## config.mk

```make
export PLATFORM = sky130hd
export DESIGN_NAME = piso_serializer
export DESIGN_NICKNAME = d
export VERILOG_FILES = /design/src/rtl/piso_serializer_pkg.sv /design/src/rtl/serializer_bit_counter.sv /design/src/rtl/piso_serializer.sv
export SDC_FILE = /design/constraint.sdc
export NUM_CORES = 1
export LEC_CHECK = 0
export CAP_MARGIN = 20
export CORE_AREA = 3 3 40 42
export DETAILED_ROUTE_END_ITERATION = 10
export DIE_AREA = 0 0 43 45
export HOLD_SLACK_MARGIN = 0.08
export MAX_ROUTING_LAYER = met4
export PLACE_DENSITY = 0.75
export SLEW_MARGIN = 20
export SYNTH_ARGS = -nofsm -noshare
export SYNTH_HDL_FRONTEND = slang
export SYNTH_SLANG_ARGS = --single-unit
```

## constraint.sdc

```tcl
create_clock -name clk -period 3 [get_ports clk]
set_input_delay 0.6 -clock clk [delete_from_list [all_inputs] [get_ports clk]]
set_output_delay 0.6 -clock clk [all_outputs]
set_load 0.01 [all_outputs]
```

## src/rtl/piso_serializer_pkg.sv

```systemverilog
// piso_serializer_pkg: FSM state codes and counter sizing shared by the serializer files.
// Revision: 1.0
`default_nettype none

package piso_serializer_pkg;

  typedef logic [0:0] state_t;

  localparam state_t ST_IDLE  = 1'b0;
  localparam state_t ST_SHIFT = 1'b1;

  function automatic int cnt_width(input int width);
    return $clog2(width);
  endfunction

endpackage

`default_nettype wire

```

## src/rtl/serializer_bit_counter.sv

```systemverilog
// serializer_bit_counter: bit-position counter with clear/increment and terminal-count flag.
// Revision: 1.0
`default_nettype none

module serializer_bit_counter
  import piso_serializer_pkg::*;
#(
  parameter  int WIDTH = 8,
  localparam int CNT_W = cnt_width(WIDTH)
) (
  input  logic             clk,
  input  logic             rst,
  input  logic             clear,
  input  logic             inc,
  output logic [CNT_W-1:0] cnt,
  output logic             tc
);

  localparam logic [CNT_W-1:0] LAST_CNT = CNT_W'(WIDTH - 1);

  // clear wins over inc so a reload on the last bit restarts at position 0
  always_ff @(posedge clk or negedge rst) begin
    if (!rst) begin
      cnt <= '0;
    end else if (clear) begin
      cnt <= '0;
    end else if (inc) begin
      cnt <= cnt + CNT_W'(1);
    end
  end

  assign tc = (cnt == LAST_CNT);

endmodule

`default_nettype wire

```

## src/rtl/piso_serializer.sv

```systemverilog
// piso_serializer: valid/ready parallel-in, one bit per clock serial-out with first/last strobes.
// Revision: 1.0
`default_nettype none

module piso_serializer
  import piso_serializer_pkg::*;
#(
  parameter int WIDTH      = 8,
  parameter bit MSB_FIRST  = 1'b1,
  parameter bit IDLE_LEVEL = 1'b0
) (
  input  logic             clk,
  input  logic             rst,
  input  logic [WIDTH-1:0] p_data,
  input  logic             p_valid,
  output logic             p_ready,
  output logic             s_out,
  output logic             s_valid,
  output logic             s_first,
  output logic             s_last,
  output logic             busy
);

  localparam int CNT_W = cnt_width(WIDTH);

  state_t           state;
  logic [WIDTH-1:0] sreg;
  logic [WIDTH-1:0] sreg_shifted;
  logic [CNT_W-1:0] cnt;
  logic             tc;
  logic             in_shift;
  logic             xfer;
  logic             head;

  assign in_shift = (state == ST_SHIFT);

  // ready depends only on registered state and the reset pin, never on p_valid
  assign p_ready = rst && ((state == ST_IDLE) || (in_shift && tc));
  assign xfer    = p_valid && p_ready;

  assign sreg_shifted = MSB_FIRST ? {sreg[WIDTH-2:0], 1'b0} : {1'b0, sreg[WIDTH-1:1]};
  assign head         = MSB_FIRST ? sreg[WIDTH-1] : sreg[0];

  serializer_bit_counter #(
    .WIDTH (WIDTH)
  ) u_bit_counter (
    .clk   (clk),
    .rst   (rst),
    .clear (xfer || (in_shift && tc)),
    .inc   (in_shift && !tc),
    .cnt   (cnt),
    .tc    (tc)
  );

  always_ff @(posedge clk or negedge rst) begin
    if (!rst) begin
      state <= ST_IDLE;
      sreg  <= '0;
    end else begin
      case (state)
        ST_IDLE: begin
          if (xfer) begin
            sreg  <= p_data;
            state <= ST_SHIFT;
          end
        end
        ST_SHIFT: begin
          if (tc) begin
            if (xfer) begin
              sreg <= p_data;
            end else begin
              state <= ST_IDLE;
            end
          end else begin
            sreg <= sreg_shifted;
          end
        end
        default: state <= ST_IDLE;
      endcase
    end
  end

  assign busy    = in_shift;
  assign s_valid = in_shift;
  assign s_out   = in_shift ? head : IDLE_LEVEL;
  assign s_first = in_shift && (cnt == '0);
  assign s_last  = in_shift && tc;

endmodule

`default_nettype wire

```

## Word level (Yosys, flattened, before mapping)

Index checks and enable logic that the tools add are counted.

| operators by class | value |
|---|---|
| $add $sub $neg | 1 |
| multiply operators | 0 |
| divide/modulo/power cells | 0 |
| order comparisons | 0 |
| equality and inequality tests | 1 |
| shifts and indexed selects | 0 |
| mux-type cells | 9 |
| bitwise operators | 1 |
| reduce and logical (&&, ||, !) cells | 10 |

Operators with widths:

| operator | number |
|---|---|
| 2-to-1 mux 8 bit | 2 |
| case mux 8 bit (2 select lines) | 1 |
| 2-to-1 mux 3 bit | 2 |
| logical AND 1 bit | 5 |
| adder 3 x 1 -> 3 bit (second input constant) | 1 |
| equality test 3 bit (second input constant) | 1 |
| logical NOT 3 bit | 1 |
| 2-to-1 mux 1 bit | 3 |
| logical OR 1 bit | 2 |
| case mux 1 bit (2 select lines) | 1 |
| nonzero test 2 bit | 1 |
| logical NOT 1 bit | 1 |
| inverter 1 bit | 1 |

| storage, ports and cells | value |
|---|---|
| register bits | 12 |
| latch bits | 0 |
| bits in writable memories | 0 |
| bits in read-only memories | 0 |
| input bits | 11 |
| output and inout bits | 6 |
| word-level logic and storage cells | 25 |
| memories | 0 |

## Longest topological paths before layout

| depth | value |
|---|---|
| word-level depth | 8 |
| mapped depth | 6 |
| gate-level depth less buffers | 5 |

## By module

Synthesis repeated with hierarchy kept, for this count alone.

| unflattened totals | value |
|---|---|
| cell total of the unflattened synthesis | 49 |
| area, all modules | 591.8 µm² |

By module, submodules not included:

| module | times used | cells an instance | area each (µm²) | seq. area each (µm²) |
|---|---|---|---|---|
| piso_serializer | 1 | 38 | 451.7 | 225.2 |
| serializer_bit_counter | 1 | 11 | 140.1 | 75.1 |

## Worst setup path after synthesis

Ideal clock, no wire load.

| timing path | value |
|---|---|
| kind | reg2out |
| start | reg u_bit_counter.cnt[0] |
| end | out p_ready |
| arrival time | 1,189 ps |
| required time | 2,400 ps |
| path slack | 1,211 ps |
| cell stages (with the launch flop) | 6 |
| buffers on the path | 1 |
| cells stage by stage | dfrtp_1 -> ha_1 -> ha_1 -> and2b_4 -> buf_6 -> nor2b_1 |

| on the way | value |
|---|---|
| longest elaborated chain between the ends | 4 |

Ends and longest elaborated chain:

| element | line | RTL |
|---|---|---|
| start: declaration | serializer_bit_counter.sv:15 | `output logic [CNT_W-1:0] cnt,` |
| start signal: assignment | serializer_bit_counter.sv:28 | `cnt <= cnt + CNT_W'(1);` |
| equality test 3 bit | serializer_bit_counter.sv:32 | `assign tc = (cnt == LAST_CNT);` |
| logical AND 1 bit | piso_serializer.sv:38 | `assign p_ready = rst && ((state == ST_IDLE) \|\| (in_shift && tc));` |
| logical OR 1 bit | piso_serializer.sv:38 |  |
| logical AND 1 bit | piso_serializer.sv:38 |  |
| end: declaration | piso_serializer.sv:16 | `output logic p_ready,` |

No other way between the ends.

## Worst setup path in the final report

Ends and elaborated chain as after synthesis.

==> flow_summary.yaml <==
critical_path:
  path_delay_family: "buffers and inverters"
  cpPeakStageDelay_ns: 0.47
  reg2reg_from: "u_bit_counter.cnt[0]"
  cp_num_buf_inv: 1
  cp_slowest_cell: "clkdlybuf4s50_1"
  crit_path_start_kind: "flip-flop"
  crit_chain: "ha_1 -> ha_1 -> and2b_4 -> nor2b_1 -> clkdlybuf4s50_1"
  arrival_ns: 1.93
  path_max_fanout: 14
  worstSetupStartpoint: "u_bit_counter.cnt[0]"
  cp-end-kind: "primary output"
  critPathKind: "flip-flop to primary output"
  cp_common_cell: "ha_1"
  critPathRequiredTime_ns: 2.40
global_route:
  grt_pass1_wl_um: 1752
  grt_usage_pct: 12.49
  grt_overflow: 0
  grt_most_used_layer: "met2"
  first_global_vias: 433
  grt_max_degree: 15
  grtUsageMet3_pct: 2.390
  use_met1_pct: 14.72
  use_met2_pct: 20.06
  antenna_found_initial: 0
logic_synthesis:
  ys_ff_latch: 12
  yosys_warnings: 0
  synthDistinctLibCells: 16
  synth_edf_count: 0
  synth.avg_cell_area_sq_um: 11.76
  synth_nets: 64
  syn_area_sq_um: 588.1
  synth_top_cells_by_count: "dfrtp_1, and2_1, a221o_1"
  synth_top_cell_area_share_pct: 51.06
  synthMostInstantiatedCell: "dfrtp_1"
  async_flop_share_pct: 100.0
  ys_seq_area_share_pct: 51.06
  ys.flop_type: "dfrtp_1"
  syn_inst: 50
  synth.area.top_cells: "dfrtp_1, a221o_1, and2_1"
  yosysTopAreaCell: "dfrtp_1"
cts:
  post_cts_buffers: 0
  insertion_delay_ns: 0.26
  ctsResizeCount: 0
  htree_num_levels: 1
  cts_sinks: 12
  clockBufferDepth: 2
  ctsHoldBuffers: 0
  clk_pin_slew_ns: 0.06
  numCtsBuffers: 3
  cts_root_buf: "clkbuf_4"
  cts_tree: "yes"
final_layout:
  syn2layout_area_growth_pct: 32.34
  layout.nets: 84
  finalNonFillerCells: 83
  drive_above_1_share_pct: 11.76
  diodes: 0
  fill_cells: 126
detailed_routing:
  ant_nets: 0
  drt-total-wl_um: 1005
  wl_per_cell_um: 12.11
  first_pass_iters: 2
  drc_errors: 0
  viasPerCell: 5.289
  first_iter_violations: 1
  num_vias: 439
sta:
  hold_slack_ns: 0.5088
  hold_viol: 0
  rsz0062_at_grt: "false"
  tightest_slew_ns: 0.3471
  setup_violations: 0
  finalCritPeriodShare_pct: 84.42
  fin_tns_setup_ns: 0
  finClkSkew_ns: 0.005034
  slew_headroom_pct: 76.83
  maxSlewViolCount: 0
  period_needed_ns: 2.533
  fmax_ghz: 0.3948
floorplanning:
  initial_core_util_pct: 45.76
  io_pins: 17
  dieHeight_um: 45
  core_region_area_sq_um: 1285
  die_area_sq_um: 1935
  die_x_um: 43
  std_cell_rows: 13
power_and_ir_drop:
  leakagePower_nw: 0.3653
  p_clk_share_pct: 13.2
  intPower_mw: 0.4693
  swShare_pct: 33.48
  p_comb_share_pct: 48.1
  power_per_cell_area_nw_per_um2: 906.7
  power_frac_seq_pct: 38.7
  ir_drop_mv: 0.4391
  power_switching_mw: 0.2363
worst_hold_path:
  hp-class: "flip-flop to flip-flop"
  hold_start: "sreg[3]"
placement:
  place.gp.congestion: 0.6814
  hpwl_um: 752.5
  numPortBuffers: 16
  dp.cells: 80
outcome:
  status: "finished, final reports clean"
run:
  drv_cap: 0
## final cells by class
cell class                      instances  area (sq um)  area share [%]
Inverter                                3         11.26           1.447
Clock buffer                            3         22.52           2.894
Tap cell                               15         18.77           2.412
Sequential cell                        12         300.3           38.59
Timing Repair Buffer                   17         167.7           21.54
Multi-Input combinational cell         33         257.7           33.12
## per-stage QoR
| step | util [%] | power (mW) | worst slack (ns) | instance area [sq um] |
|---|---|---|---|---|
| after floorplan | - | 0.5177 | 1.211 | 588.1 |
| after global placement | 58.81 | 0.6141 | 0.6510 | 755.7 |
| after detailed placement | 58.81 | 0.6193 | 0.6395 | 755.7 |
| after CTS | 60.56 | 0.7158 | 0.4434 | 778.2 |
| after global routing | 60.56 | 0.7643 | 0.3750 | 778.2 |
| final | 60.56 | 0.7056 | 0.4673 | 778.2 |
## sequential cells by signal (all words and copies together), names as in the netlist
name               cells
sreg                   8
u_bit_counter.cnt      3
busy                   1
## kinds of logic after synthesis
| kind of cell | count (synthesis) | share of synthesized area (%) |
|---|---|---|
| buf+inv | 5 | 5.107 |
| flops | 12 | 51.06 |
| mux | 1 | 1.915 |
| compound gates | 10 | 16.17 |
| simple gates | 19 | 19.36 |
| fa+ha+maj | 3 | 6.384 |
## layer usage
| metal | wire, um | up-vias |
|---|---|---|
| li1 | - | 214 |
| met1 | 472 | 207 |
| met2 | 448 | 14 |
| met3 | 58 | 4 |
| met4 | 25 | 0 |
| met5 | 0 | - |
## power by group through the flow
stage	logic, mW	registers, mW	clock network [mW]
after floorplan	0.250	0.268	0
after global placement	0.340	0.274	0
after detailed placement	0.343	0.276	0
after CTS	0.345	0.274	0.0966
after global routing	0.380	0.282	0.103
final	0.340	0.273	0.0933
## worst paths after layout
path,slack [ns],endpoint,cells past startpoint
worst min register to register,0.51,sreg[3],1
max in group asynchronous,2.19,u_bit_counter.cnt[1],2
worst max-delay path,0.47,p_ready,5
min in group asynchronous,0.65,sreg[2],2
worst min-delay path,0.51,sreg[3],1
worst max register to register,1.28,sreg[4],5
## cell usage in the layout, fill, tap and decap left out
| master | netlist | final |
|---|---|---|
| nor2_1 | 2 | 2 |
| nand2_1 | 2 | 2 |
| dfrtp_1 | 12 | 12 |
| mux2_2 | 1 | 1 |
| clkbuf_4 | 0 | 3 |
| nor2b_1 | 1 | 1 |
| buf_4 | 1 | 1 |
| nor2_2 | 2 | 2 |
| ha_1 | 3 | 3 |
| a221o_1 | 7 | 7 |
| inv_1 | 3 | 3 |
| clkdlybuf4s50_1 | 0 | 16 |
| a22o_1 | 2 | 2 |
| and2_1 | 10 | 10 |
| and2b_4 | 1 | 1 |
| nor3b_1 | 1 | 1 |
| a21o_1 | 1 | 1 |
(Power assumes the default switching activity.)
